**src/rtl/mem_stage_lsu.sv**
```systemverilog
// mem_stage_lsu: MEM pipeline stage with a handshaked data-SRAM port.
//   Holds the EX->MEM register, issues one SRAM access per memory
//   instruction (request/accept, then data/complete with variable latency),
//   places store bytes on lanes, extracts/extends load data, flags misaligned
//   accesses and requests a pipeline stall while an access is outstanding.
// Ports:
//   clk, rst                 clock, synchronous active-high reset
//   stall                    stall vector; bit STG controls this register
//   ex_*                     EX-stage results to capture
//   data_req/wr/wstrb/addr/wdata, data_addr_ok/data_ok/rdata   SRAM port
//   stallreq_mem             access outstanding, hold the pipeline
//   mem_err                  one-cycle pulse on a misaligned access
//   wb_*                     results towards WB and the ID forward path
module mem_stage_lsu #(
    parameter int RF_AW   = 5,
    parameter int HL_EN   = 1,
    parameter int STALL_W = 6,
    parameter int STG     = 3
) (
    input  logic               clk,
    input  logic               rst,
    input  logic [STALL_W-1:0] stall,
    input  logic [31:0]        ex_pc,
    input  logic               ex_mem_en,
    input  logic               ex_is_store,
    input  logic [1:0]         ex_size,
    input  logic               ex_sign,
    input  logic               ex_rf_we,
    input  logic [RF_AW-1:0]   ex_rf_waddr,
    input  logic [31:0]        ex_result,
    input  logic [31:0]        ex_store_data,
    input  logic [1:0]         ex_hl_we,
    input  logic [31:0]        ex_hi,
    input  logic [31:0]        ex_lo,
    output logic               data_req,
    output logic               data_wr,
    output logic [3:0]         data_wstrb,
    output logic [31:0]        data_addr,
    output logic [31:0]        data_wdata,
    input  logic               data_addr_ok,
    input  logic               data_data_ok,
    input  logic [31:0]        data_rdata,
    output logic               stallreq_mem,
    output logic               mem_err,
    output logic [31:0]        wb_pc,
    output logic               wb_rf_we,
    output logic [RF_AW-1:0]   wb_rf_waddr,
    output logic [31:0]        wb_rf_wdata,
    output logic [1:0]         wb_hl_we,
    output logic [31:0]        wb_hi,
    output logic [31:0]        wb_lo
);

    typedef enum logic [1:0] {S_IDLE, S_REQ, S_WAIT, S_DONE} state_t;

    state_t           state_q, state_d;

    logic [31:0]      pc_q;
    logic             mem_en_q;
    logic             is_store_q;
    logic [1:0]       size_q;
    logic             sign_q;
    logic             rf_we_q;
    logic [RF_AW-1:0] rf_waddr_q;
    logic [31:0]      result_q;
    logic [31:0]      sdata_q;
    logic [1:0]       hl_we_q;
    logic [31:0]      hi_q;
    logic [31:0]      lo_q;
    logic             first_q;   // set only in the first cycle an instruction sits in MEM
    logic [31:0]      rdata_q;

    logic             capture;
    logic             bubble;
    logic             misaligned;
    logic             mem_go;
    logic             req_phase;
    logic             complete_now;
    logic             done;
    logic             pending;
    logic [31:0]      load_word;
    logic [31:0]      load_shift;
    logic [31:0]      load_val;
    logic [15:0]      load_half;

    assign capture = !stall[STG];
    assign bubble  = stall[STG] && !stall[STG+1];

    assign misaligned = (size_q == 2'd1 && result_q[0]) ||
                        (size_q == 2'd2 && result_q[1:0] != 2'b00);
    assign mem_go     = mem_en_q && !misaligned;
    assign done       = (state_q == S_DONE);
    assign req_phase  = mem_go && (state_q == S_IDLE || state_q == S_REQ);
    // Completion is either a zero-wait accept+data or data arriving in WAIT.
    assign complete_now = (req_phase && data_addr_ok && data_data_ok) ||
                          (mem_go && state_q == S_WAIT && data_data_ok);
    assign pending      = mem_go && !done && !complete_now;

    // EX->MEM register
    always_ff @(posedge clk) begin
        if (rst || bubble) begin
            pc_q       <= '0;
            mem_en_q   <= 1'b0;
            is_store_q <= 1'b0;
            size_q     <= '0;
            sign_q     <= 1'b0;
            rf_we_q    <= 1'b0;
            rf_waddr_q <= '0;
            result_q   <= '0;
            sdata_q    <= '0;
            hl_we_q    <= '0;
            hi_q       <= '0;
            lo_q       <= '0;
            first_q    <= 1'b0;
        end else if (capture) begin
            pc_q       <= ex_pc;
            mem_en_q   <= ex_mem_en;
            is_store_q <= ex_is_store;
            size_q     <= ex_size;
            sign_q     <= ex_sign;
            rf_we_q    <= ex_rf_we;
            rf_waddr_q <= ex_rf_waddr;
            result_q   <= ex_result;
            sdata_q    <= ex_store_data;
            hl_we_q    <= ex_hl_we;
            hi_q       <= ex_hi;
            lo_q       <= ex_lo;
            first_q    <= 1'b1;
        end else begin
            first_q    <= 1'b0;
        end
    end

    // Access FSM; any new register contents restart it in IDLE.
    always_ff @(posedge clk) begin
        if (rst || bubble || capture) begin
            state_q <= S_IDLE;
        end else begin
            state_q <= state_d;
        end
    end

    always_comb begin
        state_d = state_q;
        case (state_q)
            S_IDLE, S_REQ: begin
                if (mem_go) begin
                    if (data_addr_ok) begin
                        state_d = data_data_ok ? S_DONE : S_WAIT;
                    end else begin
                        state_d = S_REQ;
                    end
                end
            end
            S_WAIT:  if (data_data_ok) state_d = S_DONE;
            S_DONE:  state_d = S_DONE;
            default: state_d = S_IDLE;
        endcase
    end

    // Read data is kept only from the completion cycle, so DONE never sees a later beat.
    always_ff @(posedge clk) begin
        if (rst) begin
            rdata_q <= '0;
        end else if (complete_now && !is_store_q) begin
            rdata_q <= data_rdata;
        end
    end

    // Load extraction
    always_comb begin
        if (done) begin
            load_word = rdata_q;
        end else if (complete_now) begin
            load_word = data_rdata;
        end else begin
            load_word = '0;
        end
        load_shift = load_word >> {result_q[1:0], 3'b000};
        load_half  = result_q[1] ? load_word[31:16] : load_word[15:0];
        case (size_q)
            2'd0:    load_val = sign_q ? {{24{load_shift[7]}}, load_shift[7:0]}
                                       : {24'b0, load_shift[7:0]};
            2'd1:    load_val = sign_q ? {{16{load_half[15]}}, load_half}
                                       : {16'b0, load_half};
            default: load_val = load_word;
        endcase
    end

    // Outputs are forced low while reset is asserted.
    always_comb begin
        data_req     = 1'b0;
        data_wr      = 1'b0;
        data_wstrb   = '0;
        data_addr    = '0;
        data_wdata   = '0;
        stallreq_mem = 1'b0;
        mem_err      = 1'b0;
        wb_pc        = '0;
        wb_rf_we     = 1'b0;
        wb_rf_waddr  = '0;
        wb_rf_wdata  = '0;
        wb_hl_we     = '0;
        wb_hi        = '0;
        wb_lo        = '0;
        if (!rst) begin
            data_req  = req_phase;
            data_wr   = req_phase && is_store_q;
            data_addr = req_phase ? result_q : '0;
            if (req_phase && is_store_q) begin
                case (size_q)
                    2'd0: begin
                        data_wstrb = 4'b0001 << result_q[1:0];
                        data_wdata = {4{sdata_q[7:0]}};
                    end
                    2'd1: begin
                        data_wstrb = result_q[1] ? 4'b1100 : 4'b0011;
                        data_wdata = {2{sdata_q[15:0]}};
                    end
                    default: begin
                        data_wstrb = 4'b1111;
                        data_wdata = sdata_q;
                    end
                endcase
            end
            stallreq_mem = pending;
            mem_err      = mem_en_q && misaligned && first_q;
            wb_pc        = pc_q;
            wb_rf_we     = rf_we_q && !(mem_en_q && misaligned) && !pending;
            wb_rf_waddr  = rf_waddr_q;
            wb_rf_wdata  = (mem_go && !is_store_q) ? load_val : result_q;
            wb_hl_we     = (HL_EN != 0) ? hl_we_q : 2'b00;
            wb_hi        = hi_q;
            wb_lo        = lo_q;
        end
    end

endmodule
```
**config.mk**
```make
export PLATFORM = sky130hd
export DESIGN_NAME = mem_stage_lsu
export DESIGN_NICKNAME = d
export VERILOG_FILES = /design/src/rtl/mem_stage_lsu.sv
export SDC_FILE = /design/constraint.sdc
export NUM_CORES = 1
export LEC_CHECK = 0
export CAP_MARGIN = 30
export CORE_ASPECT_RATIO = 1.4
export CORE_MARGIN = 2
export CORE_UTILIZATION = 25
export DETAILED_ROUTE_END_ITERATION = 8
export GPL_TIMING_DRIVEN = 0
export SLEW_MARGIN = 20
export SYNTH_ARGS = -nofsm -noshare
export SYNTH_HDL_FRONTEND = slang
export SYNTH_SLANG_ARGS = --single-unit
```
**constraint.sdc**
```tcl
create_clock -name clk -period 2.5 [get_ports clk]
set_input_delay 0.5 -clock clk [delete_from_list [all_inputs] [get_ports clk]]
set_output_delay 0.5 -clock clk [all_outputs]
set_load 0.005 [all_outputs]
```
# Word level (Yosys, flattened, before mapping)
# Index checks and enable logic that the tools add are counted.
[op_classes]
eq_ne = 7
shift = 2
mux = 33
reduce_logical = 36
[op_table]
columns = ["op", "count"]
rows = [
  ["$mux W32", 13],
  ["$pmux W32 S2", 2],
  ["$shr A32 B5 Y8", 1],
  ["$logic_and A1 B1 Y1", 18],
  ["$mux W16", 1],
  ["$mux W4", 3],
  ["$logic_not A1 Y1", 8],
  ["$mux W2", 4],
  ["$pmux W4 S2", 1],
  ["$mux W1", 7],
  ["$eq A2 B2 Y1 const B", 3],
  ["$pmux W2 S3", 1],
  ["$logic_or A1 B1 Y1", 5],
  ["$mux W5", 1],
  ["$eq A2 B1 Y1 const B", 2],
  ["$logic_not A2 Y1", 2],
  ["$ne A2 B2 Y1 const B", 2],
  ["$shl A1 B2 Y4 const A", 1],
  ["$reduce_and A2 Y1", 1],
  ["$reduce_bool A2 Y1", 1],
  ["$reduce_or A2 Y1", 1],
]
[word_totals]
register_bits = 208
in_bits = 215
out_inout_bits = 208
elab_cells = 93

# Longest topological paths before layout
# Gate-level depths: netlist of the first run.
[logic_depth]
depth_word = 16
mapped_depth = 9
depth_no_buf = 6

# Worst setup path after synthesis of the first run
# Ideal clock, no wire load.
[synth_timing]
path_kind = "register to output"
start = "register size_q[0]"
end = "output wb_rf_wdata[20]"
t_arrival_ns = 2.074
t_required_ns = 2.000
path_slack_ns = -0.074
stages_incl_launch_ff = 10
path_buffers = 3
cell_sequence = "dfxtp_1 > buf_4 > xor2_2 > a211oi_2 > buf_6 > nand3_1 > a2111oi_4 > a2111oi_4 > buf_6 > a211oi_2"
[synth_via]
elab_chain_len = 16
word_cells_on_any_way = 24
classes_between = "2 x eq/ne; 1 x shift; 8 x mux; 13 x reduce/logical"
[synth_rtl]
columns = ["element", "line_no", "source"]
rows = [
  ["start, declared", "61", "logic [1:0] size_q;"],
  ["start signal, assigned", "119", "size_q <= ex_size;"],
  ["$eq A2 B1 Y1 or $eq A2 B2 Y1 (tied branches)", "89, 181, 90", ""],
  ["$logic_and A1 B1 Y1, on equally long branches", "89, 90", ""],
  ["$logic_or A1 B1 Y1", "89", "assign misaligned = (size_q == 2'd1 && result_q[0]) ||"],
  ["$logic_not A1 Y1", "91", "assign mem_go = mem_en_q && !misaligned;"],
  ["$logic_and A1 B1 Y1", "91", ""],
  ["$logic_and A1 B1 Y1", "93", "assign req_phase = mem_go && (state_q == S_IDLE || state_q == S_REQ);"],
  ["$logic_and A1 B1 Y1 (2 in series)", "95", "assign complete_now = (req_phase && data_addr_ok && data_data_ok) ||"],
  ["$logic_or A1 B1 Y1", "95", ""],
  ["$mux W32", "174", "end else if (complete_now) begin"],
  ["$mux W32", "172", "if (done) begin"],
  ["$shr A32 B5 Y8 or $mux W16 (tied branches)", "179, 180", ""],
  ["$mux W32, on equally long branches", "182, 184", ""],
  ["$pmux W32 S2", "181", "case (size_q)"],
  ["$mux W32 (*)", "231", "wb_rf_wdata = (mem_go && !is_store_q) ? load_val : result_q;"],
  ["$mux W32 (*)", "206", "if (!rst) begin"],
  ["end, declared", "48", "output logic [31:0] wb_rf_wdata,"],
]
# Mark *: on every way between the ends. The rest lies on a longest branch, timed or not.

# Final worst setup path of the first run
# Same ends and word-level chain as after synthesis.

==> results of run 1 <==
-- logic make-up after synthesis --
group | Yosys count | synth area share (%)
simple gates | 364 | 19.1
xor+xnor | 1 | 0.169
flops | 208 | 43.4
mux | 16 | 1.67
buf+inv | 121 | 5.00
compound gates | 376 | 30.7
-- Yosys cell counts (2+ instances only) --
library cell  count  area, um2
a221oi_1         21        184
nand2b_1          2       12.5
nand3_1          14       70.1
clkbuf_1         93        349
a211oi_1          7       52.6
nand3b_1          2       15.0
nor2_1           52        195
a22o_1          172       1510
buf_2             5       25.0
a2111oi_4         3       82.6
and3_1           22        138
and2_1           34        213
a211oi_2         11        138
a222oi_1          7       70.1
dfxtp_1         208       4160
mux2i_1          16        160
a22oi_1           7       52.6
a31oi_2           2       25.0
nand2_1         121        454
a21oi_1          96        480
buf_6             2       22.5
nor3_1            7       35.0
inv_1            11       41.3
a31oi_1          25        156
and3b_1           2       17.5
o21ai_0           4       20.0
nor2b_1         105        657
a311oi_1         16        140
buf_1             8       30.0
-- cell type report --
class / count / area [um2] / share of cell area (%)
clock inverters: 11 / 143 / 0.819
well taps: 473 / 592 / 3.40
flip-flops and latches: 208 / 4170 / 24.0
diodes: 4 / 10.0 / 0.0575
repair buffers: 513 / 5110 / 29.3
clock buffers: 34 / 709 / 4.08
inverters: 11 / 41.3 / 0.237
multi-input cells: 757 / 6020 / 34.6
plain buffers: 102 / 609 / 3.50
-- path summary, 6_finish.rpt --
path                                 start                  endpoint
setup reg to reg    size_q[0]$_SDFFE_PP0N_   rdata_q[8]$_SDFFE_PP0P_
hold / removal    rdata_q[27]$_SDFFE_PP0P_  rdata_q[27]$_SDFFE_PP0P_
setup / recovery    size_q[0]$_SDFFE_PP0N_           wb_rf_wdata[20]
hold reg to reg   rdata_q[27]$_SDFFE_PP0P_  rdata_q[27]$_SDFFE_PP0P_
-- worst max-delay path: cells and delay by family (launching register included) --
| family | cells | cell delay, ns |
|---|---|---|
| compound gates | 5 | 0.98 |
| flops | 1 | 0.38 |
| simple gates | 1 | 0.26 |
| buf+inv | 5 | 0.81 |
-- through the flow --
stage / power [mW] / hold WS [ns] / TNS, ns / util [%]
2_1_floorplan: 4.10 / 0.432 / -0.607 / -
3_3_place_gp: 4.85 / 0.438 / -338.44 / 38.2
3_5_place_dp: 4.86 / 0.446 / -332.39 / 38.2
4_1_cts: 8.86 / 0.443 / -86.27 / 43.9
5_1_grt: 9.16 / 0.473 / -74.99 / 46.1
6_report: 8.87 / 0.456 / -65.73 / 46.1
-- routing by layer --
metal,wire length (um),global-route usage (%),up-vias
li1,-,-,5035
met1,17700,24.9,5124
met2,24800,42.3,582
met3,3900,6.17,152
met4,3160,13.8,8
met5,55,0,-
-- registers in the layout (all words and copies together) (netlist names), 2 cells and up --
register / flops
hi_q: 32
hl_we_q: 2
lo_q: 32
pc_q: 32
rdata_q: 32
result_q: 32
rf_waddr_q: 5
sdata_q: 32
size_q: 2
state_q: 2
-- repair_timing --
action                     CTS  global route
hold buffers                 0             0
pin swaps                   37            52
setup buffers               62            35
setup endpoints to repair  328           293
gates resized for setup    670           227
gates cloned                 8             1
-- cells in the final DEF, fill, tap and decap left out, types with 19 or more instances in the layout --
master	netlist	final
clkdlybuf4s50_1	0	302
dfxtp_1	208	204
a22o_1	172	172
nand2_1	121	117
nor2b_1	105	98
a21oi_1	96	84
buf_6	2	80
buf_2	5	67
clkbuf_1	93	56
buf_4	1	36
and2_4	0	29
nor2_1	52	28
clkbuf_16	0	28
buf_8	0	19
-- power breakdown --
part	switching, mW	internal, mW
Clock	1.54	2.30
Sequential	0.114	3.46
Combinational	0.670	0.788
==> summary.txt, run 1 <==
CTS
  – CTS H-tree depth: 1
  – CTS clk-pin slew, worst paths: 0.07 ns
  – Cts bufs inserted: 25
  – CTS max path bufs: 3
  – CTS tree: yes
  – Num Clock Sinks: 208
  – Clk root buf: clkbuf_16
  – Worst-Skew Late Latency: around 0.55 ns

Yosys
  – Yosys reg bits: approximately 210
  – Total number of yosys warnings: 0
  – Synth Cell Area: slightly below 10000 um2
  – Ys flop type: dfxtp_1
  – Avg Inst Size Synth: 8.84 um2
  – Post-Syn Nets: 1301
  – Post-synth EDFFs: 0
  – Post-synthesis sequential area ratio: between 40% and 50%
  – FFs w/ async S/R, synth: 0%
  – Number of distinct library cells after synthesis: 40
  – Gate count of the mapped netlist: 1086

Place
  – GP Congestion: around 0.94
  – Hpwl dp: between 30 and 40 mm
  – DP Area: 14400 um2
  – Pre-CTS setup slack: -1.77 ns
  – Post-placement cell count: between 1500 and 2000
  – IO Port Bufs: between 400 and 500

Worst setup path
  – Slowest cell on crit path: dfxtp_4
  – R2R cell count: 11
  – Worst Path Max Fanout: 7
  – Critical Path Sink Type: output pin
  – Worst Setup Start Kind: flop
  – CP peak stage delay: about 0.38 ns
  – Crit path cell chain: and3b_2 -> a211oi_2 -> buf_4 -> a31oi_4 -> a2111oi_4 -> buf_4 -> a2111oi_4 -> buf_12 -> buf_8 -> a211oi_4 -> buf_2
  – Worst EP required: around 2 ns
  – Worst EP arrival: roughly 3 ns
  – R2R Setup Slk: about 0.15 ns
  – Crit path kind: reg -> out

Layout
  – P&R area growth vs syn: 81.3%
  – Fraction of layout cells with a size suffix above 1: 28.3%
  – # nets final: roughly 1800
  – Final Instance Area: ~17000 um2
  – Final cell count without fillers: roughly 2100
  – Fill cells: 3585

Pwr
  – Cell Pwr Density: 510 nW/um2
  – Pleak: between 6 and 7 nW
  – Peak VDD IR: ~430 uV

GRT
  – Largest net degree at the start of global routing: 14
  – Initial antenna violation count: 8
  – Vias in the first global route: between 10000 and 15000
  – Tot GR Track Use: between 20% and 30%
  – First-pass GRT wire length: 71.9 mm
  – Grt ovf: 0

Detailed routing
  – WL per Instance: about 23 um
  – Routed WL: just under 50 mm
  – TritonRoute pass-1 iters: 7
  – DRT iter0 DRCs: about 660
  – # DRC: 0
  – Post-route ant nets: 0
  – DR vias/cell: slightly above 5
  – Routed via count: 10901

Floorplanning
  – Floorplan die height: 236 um
  – Initial cell density of the core: roughly a quarter
  – Site Rows: 84
  – Core area: ~38000 um2
  – Top Ports: around 420
  – Die ar.: between 40000 and 50000 um2
  – Die W: between 150 and 200 um

STA
  – Minimum clock period: roughly 3.5 ns
  – Worst Skew: between 0.015 and 0.02 ns
  – Tcrit/Tclk final: 139%
  – Max Slew Vio Count: 0
  – Fin. Hold Viols: 0
  – Unrepaired setup endpoints after global routing: true
  – PnR worst setup slack: -0.976 ns
  – Headroom to the max-slew limit: a little under half
  – Setup violators final: 105
  – Slew @ Worst Pin: roughly 0.8 ns
  – Fmax: approximately 0.29 GHz

Status
  – Failing checks: setup timing
  – Outcome: complete, but fails checks

Worst hold path
  – Worst Hold Class: reg -> reg
  – Hold Path Depth: 2

Job
  – Max-cap viol count: 0
(Power assumes the default switching activity.)
==> inputs of run 2 (changes only) <==
- SETUP_SLACK_MARGIN: default -> 0.02
==> summary.txt, run 2 (synthesis gave the netlist of run 1 again) <==
Status
  – Outcome: complete, but fails checks
  – Failing checks: setup timing

GRT
  – Vias in the first global route: ~11000
  – Tot GR Track Use: 23.3%
  – Largest net degree at the start of global routing: 14
  – First-pass GRT wire length: a little over 70 mm
  – Initial antenna violation count: 3
  – Grt ovf: 0

Floorplanning
  – Initial cell density of the core: between 20% and 30%
  – Core area: 37700 um2
  – Site Rows: 84
  – Die W: roughly 170 um
  – Die ar.: between 40000 and 50000 um2
  – Floorplan die height: 236 um
  – Top Ports: roughly 420

Layout
  – Fraction of layout cells with a size suffix above 1: ~28%
  – Final cell count without fillers: ~2100
  – Final core occ: 45.5%
  – # nets final: around 1800
  – Commonest non-fill, non-tap cell in the layout: clkdlybuf4s50_1
  – Fill cells: 3652
  – Most frequent cells in the layout: clkdlybuf4s50_1, dfxtp_1, a22o_1
  – P&R area growth vs syn: 78.6%

CTS
  – CTS max path bufs: 3
  – Clk root buf: clkbuf_16
  – CTS clk-pin slew, worst paths: around 0.060 ns
  – Worst-Skew Late Latency: between 0.5 and 0.6 ns
  – Post-CTS Hold Buffers: 0
  – Cts bufs inserted: 24
  – Num Clock Sinks: 208
  – CTS H-tree depth: 1
  – CTS tree: yes

Place
  – IO Port Bufs: around 420
  – GP Congestion: ~0.93
  – Hpwl dp: roughly 36 mm
  – Post-placement cell count: around 2000
  – Pre-CTS setup slack: -1.86 ns

Worst setup path
  – Crit path kind: reg -> out
  – Worst Setup Start Kind: flop
  – Crit path cell chain: and3b_2 -> buf_6 -> buf_6 -> a2111oi_4 -> buf_4 -> buf_6 -> buf_6 -> buf_6 -> a221oi_4 -> a221oi_2 -> nand2_1 -> a311oi_2 -> buf_2
  – Crit path from: size_q[0]$_SDFFE_PP0N_
  – R2R Setup Slk: between 0.1 and 0.15 ns
  – Critical Path Sink Type: output pin
  – Worst EP required: roughly 2.0 ns
  – Slowest cell on crit path: dfxtp_4
  – FF-to-FF End: rdata_q[2]$_SDFFE_PP0P_
  – CP peak stage delay: between 0.3 and 0.4 ns
  – Worst Path Max Fanout: 4
  – Crit-path most repeated cell: buf_6
  – R2R cell count: 11
  – Worst r2r src: size_q[0]$_SDFFE_PP0N_
  – Worst EP arrival: roughly 3.1 ns

Detailed routing
  – # DRC: 0
  – DR vias/cell: a little over 5
  – Post-route ant nets: 0
  – Routed WL: 48.7 mm
  – DRT iter0 DRCs: roughly 630
  – TritonRoute pass-1 iters: 5
  – Routed via count: about 11000
  – WL per Instance: between 20 and 25 um

STA
  – Worst Skew: 0.0137 ns
  – PnR worst setup slack: -1.05 ns
  – Setup_tns: -81.47 ns
  – Fmax: roughly 0.28 GHz
  – Slew @ Worst Pin: 0.866 ns
  – Tcrit/Tclk final: 142%
  – Headroom to the max-slew limit: a little over two fifths
  – Max Slew Vio Count: 0
  – Minimum clock period: between 3 and 4 ns
  – Fin. Hold Viols: 0
  – Unrepaired setup endpoints after global routing: true
  – Setup violators final: ~100

Pwr
  – Cell Pwr Density: between 500 and 600 nW/um2
  – Peak VDD IR: slightly below 400 uV
  – Pleak: about 6.8 nW
  – Overall power: slightly below 9 mW

Worst hold path
  – Hold_sp: data_data_ok
  – Hold Path Depth: 3
  – Worst Hold Class: in -> reg
  – Min-Delay Endpoint: state_q[0]$_SDFFE_PP0P_

Job
  – Max-cap viol count: 0
==> run 2: worst max-delay path: cells and delay by family (launching register included) <==
kind                   cells  cell delay, ns
AO/OA/AOI/OAI              4            0.86
buffers and inverters      7            0.89
flip-flops                 1            0.39
AND/OR/NAND/NOR            2            0.37
==> run 2: worst max path at each step <==
| stage | endpoint | cells past startpoint | slack, ns |
|---|---|---|---|
| final | wb_rf_wdata[0] | 13 | -1.05 |
| after global routing | wb_rf_wdata[0] | 13 | -1.14 |
| after CTS | wb_rf_wdata[6] | 10 | -1.27 |
| after detailed placement | wb_rf_wdata[1] | 8 | -1.86 |
| after global placement | wb_rf_wdata[1] | 8 | -1.86 |
| after floorplan | wb_rf_wdata[20] | 8 | -0.04 |
==> run 2: cell type report <==
type | count | area (um2) | share of cell area (%)
clock buffers | 34 | 689 | 4.02
plain buffers | 100 | 661 | 3.85
well taps | 473 | 592 | 3.45
flip-flops and latches | 208 | 4170 | 24.3
repair buffers | 507 | 4960 | 28.9
inverters | 11 | 41.3 | 0.241
diodes | 1 | 2.50 | 0.0146
multi-input cells | 757 | 5890 | 34.4
clock inverters | 10 | 136 | 0.795
==> run 2: what timing repair did <==
action,in CTS,in global routing
setup buffers,69,25
gates cloned,4,1
pin swaps,41,47
gates resized for setup,691,220
endpoints found under the setup margin,340,179
==> run 2: report_power, final <==
part	internal, mW	switching (mW)	total [mW]
combinational	0.774	0.657	1.43
clock	2.24	1.51	3.75
sequential	3.46	0.114	3.58
total	6.47	2.28	8.76
==> run 2: metal layers <==
layer / vias to the layer above / track usage, % / wire [um]
li1: 5009 / - / -
met1: 5247 / 24.7 / 17500
met2: 533 / 42.4 / 25000
met3: 128 / 5.27 / 3560
met4: 4 / 12.4 / 2590
met5: - / 0 / 21
==> run 2: through the flow <==
| step | area (um2) | hold slack (ns) |
|---|---|---|
| after floorplan | 9640 | 0.432 |
| after global placement | 14400 | 0.441 |
| after detailed placement | 14400 | 0.445 |
| after CTS | 16500 | 0.453 |
| after global routing | 17200 | 0.444 |
| final | 17200 | 0.396 |
